==> src/rtl/ahb_apb_mon_pkg.sv <==
// Shared definitions for the AHB-to-APB bridge monitor.
//   apb_phase_e : phase register encoding (previous cycle's APB class)
//   NUM_CHECKS  : width of err_pulse / err_sticky
//   CHK_*       : bit index of each protocol check
//   HRESP_*     : AHB response encodings used by the SLVERR check
package ahb_apb_mon_pkg;

  typedef enum logic [1:0] {
    PH_IDLE  = 2'd0,
    PH_SETUP = 2'd1,
    PH_WAIT  = 2'd2
  } apb_phase_e;

  localparam int NUM_CHECKS = 7;

  localparam int CHK_ONEHOT    = 0;
  localparam int CHK_EN_NO_SEL = 1;
  localparam int CHK_PHASE     = 2;
  localparam int CHK_STABLE    = 3;
  localparam int CHK_RDATA     = 4;
  localparam int CHK_SLVERR    = 5;
  localparam int CHK_TIMEOUT   = 6;

  localparam logic [1:0] HRESP_OKAY  = 2'b00;
  localparam logic [1:0] HRESP_ERROR = 2'b01;

endpackage

==> src/rtl/ahb_apb_mon_sat_cnt.sv <==
// Saturating up-counter with synchronous clear.
//   clk, rst : clock, asynchronous active-high reset
//   inc      : count up by one (held at MAX once reached)
//   clr      : synchronous clear, has priority over inc
//   count    : current value
module ahb_apb_mon_sat_cnt #(
  parameter int               WIDTH = 16,
  parameter logic [WIDTH-1:0] MAX   = '1
) (
  input  logic             clk,
  input  logic             rst,
  input  logic             inc,
  input  logic             clr,
  output logic [WIDTH-1:0] count
);

  logic [WIDTH-1:0] count_q;

  always_ff @(posedge clk or posedge rst) begin
    if (rst) begin
      count_q <= '0;
    end else if (clr) begin
      count_q <= '0;
    end else if (inc && (count_q != MAX)) begin
      count_q <= count_q + WIDTH'(1);
    end
  end

  assign count = count_q;

endmodule

==> src/rtl/ahb_apb_bridge_monitor.sv <==
// Passive protocol monitor for the APB side of an AHB-to-APB bridge.
// Inputs : HCLK, HRESET (async, active-high), err_clear, the AHB request and
//          bridge response signals, and the full APB bus (all observe-only).
// Outputs: err_pulse  - one-cycle flag per check, the cycle after a violation
//          err_sticky - latched copy of err_pulse, cleared by err_clear
//          rd_count / wr_count - saturating counts of completed APB transfers
//          apb_state  - phase register (class of the previous cycle)
// APB handshake: a transfer completes on a cycle where PSEL is non-zero,
// PENABLE is high and PREADY is high; PENABLE with PREADY low is a wait state.
module ahb_apb_bridge_monitor
  import ahb_apb_mon_pkg::*;
#(
  parameter int ADDR_WIDTH     = 32,
  parameter int DATA_WIDTH     = 32,
  parameter int NUM_SLAVES     = 4,
  parameter int TIMEOUT_CYCLES = 16,
  parameter int CNT_WIDTH      = 16
) (
  input  logic                  HCLK,
  input  logic                  HRESET,
  input  logic                  err_clear,
  input  logic                  HSEL,
  input  logic [ADDR_WIDTH-1:0] HADDR,
  input  logic [1:0]            HTRANS,
  input  logic                  HWRITE,
  input  logic [DATA_WIDTH-1:0] HWDATA,
  input  logic [DATA_WIDTH-1:0] HRDATA,
  input  logic [1:0]            HRESP,
  input  logic                  HREADY_OUT,
  input  logic [NUM_SLAVES-1:0] PSEL,
  input  logic                  PENABLE,
  input  logic [ADDR_WIDTH-1:0] PADDR,
  input  logic                  PWRITE,
  input  logic [DATA_WIDTH-1:0] PWDATA,
  input  logic [DATA_WIDTH-1:0] PRDATA,
  input  logic                  PREADY,
  input  logic                  PSLVERR,
  output logic [6:0]            err_pulse,
  output logic [6:0]            err_sticky,
  output logic [CNT_WIDTH-1:0]  rd_count,
  output logic [CNT_WIDTH-1:0]  wr_count,
  output logic [1:0]            apb_state
);

  localparam int WAIT_W = $clog2(TIMEOUT_CYCLES + 1);

  // AHB request side is observed only through the bridge response signals.
  logic unused_ahb;
  assign unused_ahb = ^{HSEL, HADDR, HTRANS, HWRITE, HWDATA, HREADY_OUT};

  logic sel, setup, access, done, wait_cyc;
  assign sel      = |PSEL;
  assign setup    = sel & ~PENABLE;
  assign access   = sel & PENABLE;
  assign done     = access & PREADY;
  assign wait_cyc = access & ~PREADY;

  apb_phase_e              state_q, state_d;
  logic [NUM_SLAVES-1:0]   cap_psel_q;
  logic [ADDR_WIDTH-1:0]   cap_paddr_q;
  logic                    cap_pwrite_q;
  logic [DATA_WIDTH-1:0]   cap_pwdata_q;
  logic                    slverr_pend_q, slverr_pend_d;
  logic [NUM_CHECKS-1:0]   viol, err_pulse_q, err_sticky_q;
  logic [WAIT_W-1:0]       wait_cnt;

  always_comb begin
    state_d = PH_IDLE;
    if (setup)         state_d = PH_SETUP;
    else if (wait_cyc) state_d = PH_WAIT;
  end

  // SLVERR is only an error if the bridge fails to answer ERROR in both the
  // done cycle and the one after, so the done-cycle half is held here.
  assign slverr_pend_d = done & PSLVERR & (HRESP != HRESP_ERROR);

  always_comb begin
    viol = '0;
    viol[CHK_ONEHOT]    = (PSEL & (PSEL - NUM_SLAVES'(1))) != '0;
    viol[CHK_EN_NO_SEL] = PENABLE & ~sel;
    viol[CHK_PHASE]     = (state_q == PH_IDLE) ? access : ~access;
    viol[CHK_STABLE]    = (state_q != PH_IDLE) & access &
                          ((PSEL != cap_psel_q) | (PADDR != cap_paddr_q) |
                           (PWRITE != cap_pwrite_q) |
                           (PWRITE & (PWDATA != cap_pwdata_q)));
    viol[CHK_RDATA]     = done & ~PWRITE & (HRDATA != PRDATA);
    viol[CHK_SLVERR]    = slverr_pend_q & (HRESP != HRESP_ERROR);
    // Fires on the wait cycle that brings the count to TIMEOUT_CYCLES; the
    // counter then sits at its maximum so this compare cannot match again.
    viol[CHK_TIMEOUT]   = wait_cyc & (wait_cnt == WAIT_W'(TIMEOUT_CYCLES - 1));
  end

  always_ff @(posedge HCLK or posedge HRESET) begin
    if (HRESET) begin
      state_q       <= PH_IDLE;
      cap_psel_q    <= '0;
      cap_paddr_q   <= '0;
      cap_pwrite_q  <= 1'b0;
      cap_pwdata_q  <= '0;
      slverr_pend_q <= 1'b0;
      err_pulse_q   <= '0;
      err_sticky_q  <= '0;
    end else begin
      state_q       <= state_d;
      slverr_pend_q <= slverr_pend_d;
      if (setup) begin
        cap_psel_q   <= PSEL;
        cap_paddr_q  <= PADDR;
        cap_pwrite_q <= PWRITE;
        cap_pwdata_q <= PWDATA;
      end
      err_pulse_q  <= viol;
      // A violation in the clearing cycle keeps its bit set.
      err_sticky_q <= (err_clear ? '0 : err_sticky_q) | viol;
    end
  end

  ahb_apb_mon_sat_cnt #(.WIDTH(WAIT_W), .MAX(WAIT_W'(TIMEOUT_CYCLES))) u_wait_cnt (
    .clk(HCLK), .rst(HRESET), .inc(wait_cyc), .clr(~wait_cyc), .count(wait_cnt)
  );

  ahb_apb_mon_sat_cnt #(.WIDTH(CNT_WIDTH)) u_rd_cnt (
    .clk(HCLK), .rst(HRESET), .inc(done & ~PWRITE), .clr(1'b0), .count(rd_count)
  );

  ahb_apb_mon_sat_cnt #(.WIDTH(CNT_WIDTH)) u_wr_cnt (
    .clk(HCLK), .rst(HRESET), .inc(done & PWRITE), .clr(1'b0), .count(wr_count)
  );

  assign err_pulse  = err_pulse_q;
  assign err_sticky = err_sticky_q;
  assign apb_state  = state_q;

endmodule

==> config.mk <==
export PLATFORM = sky130hd
export DESIGN_NAME = ahb_apb_bridge_monitor
export DESIGN_NICKNAME = d
export VERILOG_FILES = /design/src/rtl/ahb_apb_mon_pkg.sv /design/src/rtl/ahb_apb_mon_sat_cnt.sv /design/src/rtl/ahb_apb_bridge_monitor.sv
export SDC_FILE = /design/constraint.sdc
export NUM_CORES = 1
export LEC_CHECK = 0
export CORE_ASPECT_RATIO = 2
export CORE_UTILIZATION = 60
export DETAILED_ROUTE_END_ITERATION = 10
export DONT_BUFFER_PORTS = 1
export PLACE_DENSITY = 0.76
export SLEW_MARGIN = 20
export SYNTH_ARGS = -nofsm -noshare
export SYNTH_HDL_FRONTEND = slang
export SYNTH_HIERARCHICAL = 1
export SYNTH_SLANG_ARGS = --single-unit
==> constraint.sdc <==
create_clock -name HCLK -period 3.65 [get_ports HCLK]
set_clock_uncertainty 0.1 [all_clocks]
set_input_delay 0.73 -clock HCLK [delete_from_list [all_inputs] [get_ports HCLK]]
set_output_delay 0.73 -clock HCLK [all_outputs]
set_load 0.005 [all_outputs]
==> key figures, run 1 <==
Global routing
  – Initial antenna violation count: 1
  – First-pass GRT wire length: 22,070 um
  – Vias in the first global route: 4,661
  – Total GRT Usage: 0.2629
  – Largest net degree at the start of global routing: 36
  – GRT overflow: 0

STA
  – Relative slew margins: 0.3908
  – Min Tclk post-route: 2453 ps
  – RSZ-0062 raised after global routing: false
  – Fin. Hold Viols: 0
  – Worst Hold Slack: 20.17 ps
  – Final Cycle Share: 0.6721
  – Setup violations, final: 0
  – Achievable Freq: 407.6 MHz
  – Setup_tns: 0 ps
  – Fin. max-slew vios: 0
  – Tightest Pin Transition: 906.9 ps

Die
  – FP Rows: 53
  – Die area: 0.01125 mm^2
  – Die H: 149.0 um
  – Top-Level Pins: 258
  – Core area: 0.01048 mm^2
  – Initial Utilization: 0.6186
  – Die W: 75.49 um

Critical path
  – Critical-path maximum fanout: 9
  – Critical Path End Type: flop
  – Worst R2R End: u_rd_cnt/count[0]
  – Setup Crit Path Kind: in2reg
  – CP max stage cell: or4_4
  – Reg2Reg Depth: 5
  – Crit-path cells: or4_1, and3_4, nor2b_4, nand3_1, or4_4, or4_1, a21oi_1
  – Most used cell, CP: or4_1
  – R2r setup slk: 1520 ps
  – Required @ worst endpoint: 3880 ps
  – Buffers plus inverters on the worst setup path: 0
  – CP peak stage delay: 510 ps
  – R2r startpoint: u_rd_cnt/count[0]
  – CP startpoint kind: input pin
  – Crit path max-delay family: simple AND/OR/NAND/NOR gates
  – CP arrival: 2690 ps
  – CP Depth: 7

Clock tree
  – Resize count post-CTS: 0
  – Maximum clock path buffer count: 2
  – Total CTS buffers: 17
  – Clk sink count: 123
  – Postcts setup bufs: 0
  – # H-tree levels: 4
  – Clock root buffer: clkbuf_16
  – Worst-Skew Late Latency: 410 ps
  – Clock-pin slew on the worst setup and hold paths: 60 ps
  – # hold bufs at CTS: 0
  – CTS tree: yes

Final layout
  – Most frequent cells in the layout: dfrtp_1 (123), mux2_2 (71), xnor2_1 (66)
  – Nets: 794
  – Most common cell after layout, fill and taps aside: dfrtp_1
  – Layout cells sized above 1: 0.2145
  – Layout area overhead: 10.46%

Power and ir drop
  – Clock share of power: 0.453
  – Combinational share of power: 0.099
  – Sequential power share: 0.448
  – PwrDens: 480.1 mW/mm^2
  – Net Sw Frac: 0.2394
  – P_sw: 822.7 uW
  – Internal: 2.614 mW
  – Static Leak: 2.840 nW
  – Maximum vdd drop: 0.5996 mV

Routing
  – Routed WL: 14,570 um
  – Iter 0 DRT Violations: 149
  – Pre-Repair DR Iteration Count: 4
  – Final ANT Viol Nets: 0
  – Residual DRC count: 0
  – DR vias/cell: 6.093
  – Vias: 4,448
  – Routed WL per cell: 19.96 um

Min path
  – Worst min path class: in2async

Yosys
  – Yosys reg bits: 123
  – Post-synth ARST share: 1.000
  – Syn. warnings: 6
  – Post-Synthesis Cells: 570
  – Register area share after synthesis: 0.4749
  – Unique masters post-synth: 51
  – Synthesized area: 0.006481 mm^2
  – Ys flop type: dfrtp_1
  – Post-Syn Area per Cell: 11.37 um^2
  – Post-synth EDFFs: 0

Placement
  – Port Buffers: 0
  – Final HPWL DP: 11,140 um
  – RD Place Congestion: 0.8282

Run status
  – Status: finished clean

Flow run
  – Max Cap Viol: 0
==> cell families after synthesis <==
family / synth area share
and+or+nand+nor: 0.1521
DFF: 0.4749
xor gates and xnor gates: 0.1378
muxes: 0.1297
AOI/OAI and AO/OA: 0.06602
buffers and inverters: 0.02761
adders and majority gates: 0.01120
other: 0.0005786
==> power by group through the flow <==
| stage | registers (mW) | clock network, mW | logic, mW |
|---|---|---|---|
| after floorplan | 1.54 | 0 | 0.298 |
| after global placement | 1.56 | 0 | 0.324 |
| after detailed placement | 1.56 | 0 | 0.339 |
| after CTS | 1.54 | 1.58 | 0.343 |
| after global routing | 1.55 | 1.64 | 0.378 |
| final | 1.54 | 1.56 | 0.341 |
==> cell type report <==
type                       instances  area, um^2
multi-input combinational        412        3236
clock inverter                    14       122.6
sequential                       123        3078
timing repair buffer               4       30.03
fill                             803        3318
clock buffer                      18       439.2
antenna                            1       2.502
inverter                          21       80.08
tap                              137       171.4
==> flip-flops by register name, indices dropped and copies added, names as in the netlist <==
register          flops
cap_paddr_q          32
cap_pwdata_q         32
u_rd_cnt/count       16
u_wr_cnt/count       16
err_pulse             7
err_sticky            7
u_wait_cnt/count      5
cap_psel_q            4
apb_state             2
cap_pwrite_q          1
slverr_pend_q         1
==> synthesized netlist by cell type, types with 2 or more instances <==
library cell   instances  area share
o21ai_0               14       0.011
nand2b_1               6      0.0058
or4_2                  2      0.0027
nand3_1               16       0.012
a21o_1                 6      0.0069
mux2i_1                3      0.0046
nor2_1                15      0.0087
a31oi_1                2      0.0019
inv_1                 20       0.012
buf_6                  2      0.0035
nor4_1                17       0.016
dlygate4sd1_1          2      0.0027
clkbuf_2               2      0.0015
and4_1                 2      0.0027
xor2_1                36       0.049
dfrtp_1              123        0.47
a21oi_1               24       0.019
or4_4                  2      0.0035
or3_1                 12       0.012
buf_2                  4      0.0031
and2_1                 2      0.0019
nand4_1               28       0.027
nor3_1                12      0.0093
ha_1                   5      0.0097
nand2_1               16      0.0093
or3_2                  2      0.0023
clkbuf_1               2      0.0012
mux2_2                71        0.12
o41ai_1                5      0.0068
nor2b_1                6      0.0058
or4_1                 13       0.015
o31ai_1               10       0.012
xnor2_1               66       0.089
nand4_4                2      0.0066
or2_2                  2      0.0019
buf_4                  3      0.0035
==> worst max path at each step <==
stage               startpoint                  to  slack (ps)
finish                 PSEL[0]  u_rd_cnt/count[13]        1200
global route           PSEL[0]  u_rd_cnt/count[13]        1110
CTS                    PSEL[0]  u_rd_cnt/count[13]        1200
detailed placement     PSEL[0]  u_rd_cnt/count[13]         770
global placement       PSEL[0]  u_rd_cnt/count[13]         800
floorplan               HRESET        apb_state[0]         600
==> metal layers <==
layer  vias up  track usage  wire length [um]
met5         -            0                 0
met4         0      0.08704               195
met3        16       0.1331              1808
met2       183       0.4652              7735
met1      2170       0.2543              4835
li1       2079            -                 -
==> stage by stage <==
stage / utilization / area [um^2] / instances / setup WS, ps / power (mW)
floorplan: - / 6485 / 571 / 598.2 / 1.841
global placement: 0.6294 / 6595 / 697 / 800.5 / 1.879
detailed placement: 0.6294 / 6595 / 697 / 770.6 / 1.902
CTS: 0.6831 / 7157 / 729 / 1197 / 3.468
global route: 0.6833 / 7159 / 730 / 1113 / 3.573
finish: 0.6833 / 7159 / 730 / 1197 / 3.437
(Power assumes the default switching activity.)
==> inputs of run 2 (changes only) <==
==> constraint.sdc (replaced) <==
create_clock -name HCLK -period 2.3 [get_ports HCLK]
set_clock_uncertainty 0.1 [all_clocks]
set_input_delay 0.46 -clock HCLK [delete_from_list [all_inputs] [get_ports HCLK]]
set_output_delay 0.46 -clock HCLK [all_outputs]
set_load 0.005 [all_outputs]
==> key figures, run 2 (same netlist as run 1, synthesis figures left out) <==
Final layout
  – Multi-input gate area: 0.003251 mm^2 (+0.46%)
  – Biggest regs: cap_paddr_q (32), cap_pwdata_q (32)
  – Layout area overhead: 12.88%
  – Fill count: 793 (-1.2%)
  – Reg area: 0.003078 mm^2 (unchanged)
  – Most frequent cells in the layout: dfrtp_1 (123), mux2_2 (71), xnor2_1 (66)
  – Post-layout util: 0.6982 (+0.01493)
  – Most common cell after layout, fill and taps aside: dfrtp_1
  – Layout cells sized above 1: 0.2322 (+0.01765)
  – Non-filler cells, final: 741 (+1.5%)
  – Nets: 805 (+1.4%)

Critical path
  – CP peak stage delay: 550 ps (+40 ps)
  – CP arrival: 2220 ps (-470 ps)
  – Critical Path End Type: flop
  – CP startpoint: cap_pwdata_q[21]
  – Crit path max-delay family: simple AND/OR/NAND/NOR gates
  – CP max stage cell: o41ai_1
  – Critical-path maximum fanout: 2 (-7)
  – R2r startpoint: cap_pwdata_q[21]
  – Reg2Reg Depth: 5 (unchanged)
  – Setup Crit Path Kind: reg2reg
  – Buffers plus inverters on the worst setup path: 0 (unchanged)
  – Required @ worst endpoint: 2470 ps (-1410 ps)
  – Worst R2R End: err_sticky[3]
  – R2r setup slk: 240 ps (-1280 ps)
  – Crit-path cells: xor2_1, nor4_1, nand4_1, o41ai_1, nand3b_1
  – CP startpoint kind: flop

STA
  – Min Tclk post-route: 2056 ps
  – Achievable Freq: 486.4 MHz
  – Setup_tns: 0 ps (unchanged)
  – RSZ-0062 raised after global routing: false
  – Fin. Hold Viols: 0 (unchanged)
  – Setup violations, final: 0 (unchanged)
  – Relative slew margins: 0.5527 (+0.1619)
  – Fin. max-slew vios: 0 (unchanged)
  – Worst Hold Slack: 58.68 ps (+38.51 ps)
  – Tightest Pin Transition: 670.2 ps (-236.7 ps)
  – Final Cycle Share: 0.8939

Placement
  – Final HPWL DP: 11,420 um (+2.5%)
  – Port Buffers: 0 (unchanged)
  – RD Place Congestion: 0.8952 (+8.1%)
  – Placed cells: 707 (+1.4%)

Die
  – Die H: 149.0 um (unchanged)
  – Die W: 75.49 um (unchanged)
  – Core area: 0.01048 mm^2 (unchanged)
  – FP Rows: 53 (unchanged)
  – Top-Level Pins: 258 (unchanged)
  – Die area: 0.01125 mm^2 (unchanged)
  – Initial Utilization: 0.6186 (unchanged)

Clock tree
  – Clk sink count: 123 (unchanged)
  – Clock-pin slew on the worst setup and hold paths: 60 ps (about the same)
  – Clock root buffer: clkbuf_16
  – Worst-Skew Late Latency: 420 ps (about the same)
  – CTS tree: yes
  – Postcts setup bufs: 0 (unchanged)
  – Maximum clock path buffer count: 2 (unchanged)
  – Total CTS buffers: 17 (unchanged)
  – # H-tree levels: 4 (unchanged)

Routing
  – Routed WL per cell: 20.39 um (+2.1%)
  – Vias: 4,641 (+4.3%)
  – DR vias/cell: 6.263 (+2.8%)
  – Residual DRC count: 0 (unchanged)
  – Iter 0 DRT Violations: 189 (+27%)
  – Routed WL: 15,110 um (+3.7%)
  – Pre-Repair DR Iteration Count: 4 (unchanged)
  – Final ANT Viol Nets: 0 (unchanged)

Min path
  – Worst min path class: in2reg
  – Hold path cells: 1
  – Worst Hold Path EP: cap_psel_q[1]
  – Hold_sp: PENABLE

Flow run
  – Max Cap Viol: 0 (unchanged)

Power and ir drop
  – Maximum vdd drop: 0.6436 mV (+7.3%)
  – PwrDens: 772.1 mW/mm^2 (+61%)
  – Static Leak: 2.924 nW (+2.9%)

Global routing
  – Largest net degree at the start of global routing: 77 (+110%)
  – First-pass GRT wire length: 23,430 um (+6.2%)
  – Total GRT Usage: 0.2835 (+0.02060)
  – GRT overflow: 0 (unchanged)
  – Initial antenna violation count: 1 (unchanged)
  – Vias in the first global route: 4,999 (+7.3%)

Run status
  – Status: finished clean
-- run 2: changes by cell type in the layout (fill, tap and decap cells not counted) --
cell,before,now
buf_4,4,12
clkinv_2,5,2
clkinv_4,2,5
clkinvlp_4,5,2
inv_6,2,5
buf_12,0,2
nand3_1,16,14
nand3_2,0,2
bufinv_16,1,2
clkbuf_8,1,0
dlygate4sd3_1,0,1
nor3_1,12,11
nor3_2,0,1
-- run 2: per-layer routing --
metal  part of all wire  vias up  global-route usage  wire length, um
li1                   -     2103                   -                -
met1               0.32     2275              0.2598             4770
met2               0.52      229              0.4844             7923
met3               0.14       34              0.1784             2055
met4              0.024        0              0.1111              358
met5                  0        -                   0                0
-- run 2: repair_timing --
item                                   in CTS  in global routing
hold buffers                                1                  0
endpoints found under the hold margin      47                  0
setup endpoints to repair                   0                  1
gates resized for setup                     0                  1
-- run 2: power by group --
group	total [mW]	internal [mW]	switching (mW)
registers	2.45	2.33	0.120
clock network	2.65	1.61	1.04
logic	0.550	0.318	0.233
-- run 2: metrics by stage --
| step | power [mW] | setup WS [ps] | instance area (um^2) |
|---|---|---|---|
| 6_report | 5.649 | 244.1 | 7316 |
| 5_1_grt | 5.872 | 55.17 | 7313 |
| 4_1_cts | 5.698 | 214.7 | 7308 |
| 2_1_floorplan | 2.924 | 3.645 | 6501 |
| 3_5_place_dp | 3.031 | -9.847 | 6708 |
| 3_3_place_gp | 2.991 | 3.685 | 6708 |
-- run 2: area by class of cell --
type / count / share of cell area
Antenna cell: 1 / 0.0003421
Clock buffer: 17 / 0.05815
Clock inverter: 15 / 0.02258
Inverter: 21 / 0.01129
Multi-Input combinational cell: 412 / 0.4443
Sequential cell: 123 / 0.4207
Tap cell: 137 / 0.02343
Timing Repair Buffer: 15 / 0.01916
-- run 2: how the worst max path moves through the flow --
stage	to	cells after the start
floorplan	u_rd_cnt/count[13]	8
global route	err_sticky[3]	5
CTS	err_sticky[3]	5
global placement	u_wr_cnt/count[13]	7
finish	err_sticky[3]	5
detailed placement	u_rd_cnt/count[13]	7
-- run 2: worst register-to-register path: stages (launching register included) --
cell and delay [ps]:
dfrtp_1 390, xor2_1 160, nor4_1 360, nand4_1 210, o41ai_1 550, nand3b_1 140
==> inputs of run 3 (changes only) <==
==> constraint.sdc (replaced) <==
create_clock -name HCLK -period 2.3 [get_ports HCLK]
set_clock_uncertainty 0.1 [all_clocks]
set_input_delay 0.46 -clock HCLK [delete_from_list [all_inputs] [get_ports HCLK]]
set_output_delay 0.46 -clock HCLK [all_outputs]
set_load 0.05 [all_outputs]
==> key figures, run 3 (same netlist as run 1, synthesis figures left out) <==
Critical path
  – Required @ worst endpoint: 2510 ps (+40 ps)
  – R2r startpoint: u_wr_cnt/count[0]
  – Worst R2R End: u_wr_cnt/count[12]
  – CP startpoint: u_wr_cnt/count[0]
  – Reg2Reg Depth: 5 (unchanged)
  – Critical Path End Type: flop
  – CP startpoint kind: flop
  – Setup Crit Path Kind: reg2reg
  – R2r setup slk: 210 ps (-30 ps)
  – Critical-path maximum fanout: 8 (+6)
  – CP arrival: 2300 ps (+80 ps)

Final layout
  – Biggest regs: cap_paddr_q (32), cap_pwdata_q (32)
  – Fill count: 732 (-7.7%)
  – Layout area overhead: 17.45%
  – Most common cell after layout, fill and taps aside: dfrtp_1
  – Non-filler cells, final: 771 (+4.0%)
  – Post-layout util: 0.7265 (+0.02830)
  – Most frequent cells in the layout: dfrtp_1 (123), mux2_2 (71), xnor2_1 (66)
  – Layout cells sized above 1: 0.2681 (+0.03597)
  – Ant diodes: 0 (-1)
  – Reg area: 0.003078 mm^2 (unchanged)
  – Multi-input gate area: 0.003246 mm^2 (-0.15%)
  – Nets: 836 (+3.9%)

STA
  – Fin. Hold Viols: 0 (unchanged)
  – Min Tclk post-route: 2088 ps (+32.09 ps)
  – Setup violations, final: 0 (unchanged)
  – Worst Hold Slack: 62.89 ps (+4.207 ps)
  – Tightest Pin Transition: 652.8 ps (-17.46 ps)
  – Relative slew margins: 0.5643 (+0.01165)
  – Fin. max-slew vios: 0 (unchanged)
  – Achievable Freq: 478.9 MHz (-1.5%)
  – RSZ-0062 raised after global routing: false
  – Setup_tns: 0 ps (unchanged)
  – Final Cycle Share: 0.9078 (+0.01395)

Clock tree
  – Maximum clock path buffer count: 2 (unchanged)
  – # H-tree levels: 4 (unchanged)
  – Resize count post-CTS: 0 (unchanged)
  – Clock-pin slew on the worst setup and hold paths: 60 ps (about the same)
  – CTS tree: yes
  – Total CTS buffers: 17 (unchanged)
  – Clk sink count: 123 (unchanged)
  – Worst-Skew Late Latency: 410 ps (about the same)
  – # hold bufs at CTS: 1 (unchanged)
  – Clock root buffer: clkbuf_16
  – Postcts setup bufs: 0 (unchanged)

Placement
  – Final HPWL DP: 11,690 um (+2.4%)
  – RD Place Congestion: 0.9036 (+0.94%)
  – Placed cells: 738 (+4.4%)
  – Port Buffers: 0 (unchanged)

Global routing
  – Largest net degree at the start of global routing: 72 (-6.5%)
  – Initial antenna violation count: 1 (unchanged)
  – Total GRT Usage: 0.2823 (-0.001190)
  – Vias in the first global route: 5,026 (+0.54%)
  – GRT overflow: 0 (unchanged)
  – First-pass GRT wire length: 23,630 um (+0.85%)

Routing
  – Pre-Repair DR Iteration Count: 5 (+1)
  – Routed WL: 15,170 um (+0.43%)
  – Residual DRC count: 0 (unchanged)
  – Routed WL per cell: 19.68 um (-3.5%)
  – Vias: 4,735 (+2.0%)
  – Final ANT Viol Nets: 0 (unchanged)
  – Iter 0 DRT Violations: 160 (-15%)
  – DR vias/cell: 6.141 (-1.9%)

Die
  – Initial Utilization: 0.6186 (unchanged)
  – Core area: 0.01048 mm^2 (unchanged)
  – FP Rows: 53 (unchanged)
  – Die area: 0.01125 mm^2 (unchanged)
  – Top-Level Pins: 258 (unchanged)
  – Die H: 149.0 um (unchanged)
  – Die W: 75.49 um (unchanged)

Power and ir drop
  – Static Leak: 3.126 nW (+6.9%)
  – Power, Total: 6.040 mW (+6.9%)
  – Maximum vdd drop: 0.7777 mV (+21%)
  – PwrDens: 793.4 mW/mm^2 (+2.8%)

Min path
  – Worst min path class: in2reg
  – Hold_sp: PENABLE
  – Hold path cells: 1 (unchanged)
  – Worst Hold Path EP: cap_psel_q[1]

Run status
  – Status: finished clean

Flow run
  – Max Cap Viol: 0 (unchanged)
run 3: cell count changes in the layout (fill, tap and decap cells not counted):
cell / previous run / this run
inv_6: 5 / 6
bufinv_16: 2 / 5
diode_2: 1 / 0
nor3_2: 1 / 0
nor3_1: 11 / 12
clkinv_4: 5 / 3
clkinv_2: 2 / 0
buf_4: 12 / 43
run 3: area by class of cell:
| class | count | share of cell area |
|---|---|---|
| tap | 137 | 0.02252 |
| inverter | 21 | 0.01085 |
| sequential | 123 | 0.4043 |
| multi-input combinational | 412 | 0.4264 |
| clock inverter | 15 | 0.03107 |
| clock buffer | 17 | 0.05588 |
| timing repair buffer | 46 | 0.04898 |
run 3: layer usage:
layer / vias up / global-route usage / routed length [um]
met5: - / 0 / 13
met4: 2 / 0.1083 / 252
met3: 22 / 0.1439 / 1808
met2: 189 / 0.4951 / 8209
met1: 2358 / 0.2695 / 4889
li1: 2164 / - / -
run 3: how the worst max path moves through the flow:
| stage | to | slack [ps] | depth (start not counted) |
|---|---|---|---|
| global placement | u_wr_cnt/count[12] | 10 | 8 |
| CTS | u_wr_cnt/count[12] | 220 | 5 |
| detailed placement | u_wr_cnt/count[12] | -20 | 8 |
| global route | u_wr_cnt/count[12] | 70 | 5 |
| finish | u_wr_cnt/count[12] | 210 | 5 |
| floorplan | u_rd_cnt/count[13] | -20 | 8 |
run 3: through the flow:
stage / instance area [um^2] / setup WS, ps
after floorplan: 6504 / -19.22
after global placement: 6940 / 14.13
after detailed placement: 6940 / -18.53
after CTS: 7612 / 218.3
after global routing: 7612 / 72.44
final: 7612 / 212.0
run 3: critical path, stage by stage, from the launching register on:
cell and delay [ps]:
dfrtp_1 470, ha_1 370, nand3_1 100, or4_1 410, or3_1 320, a21oi_1 210
run 3: power by group:
part | switching, mW | total, mW | internal (mW)
Sequential | 0.178 | 2.50 | 2.33
Clock | 1.01 | 2.96 | 1.95
Combinational | 0.250 | 0.573 | 0.323
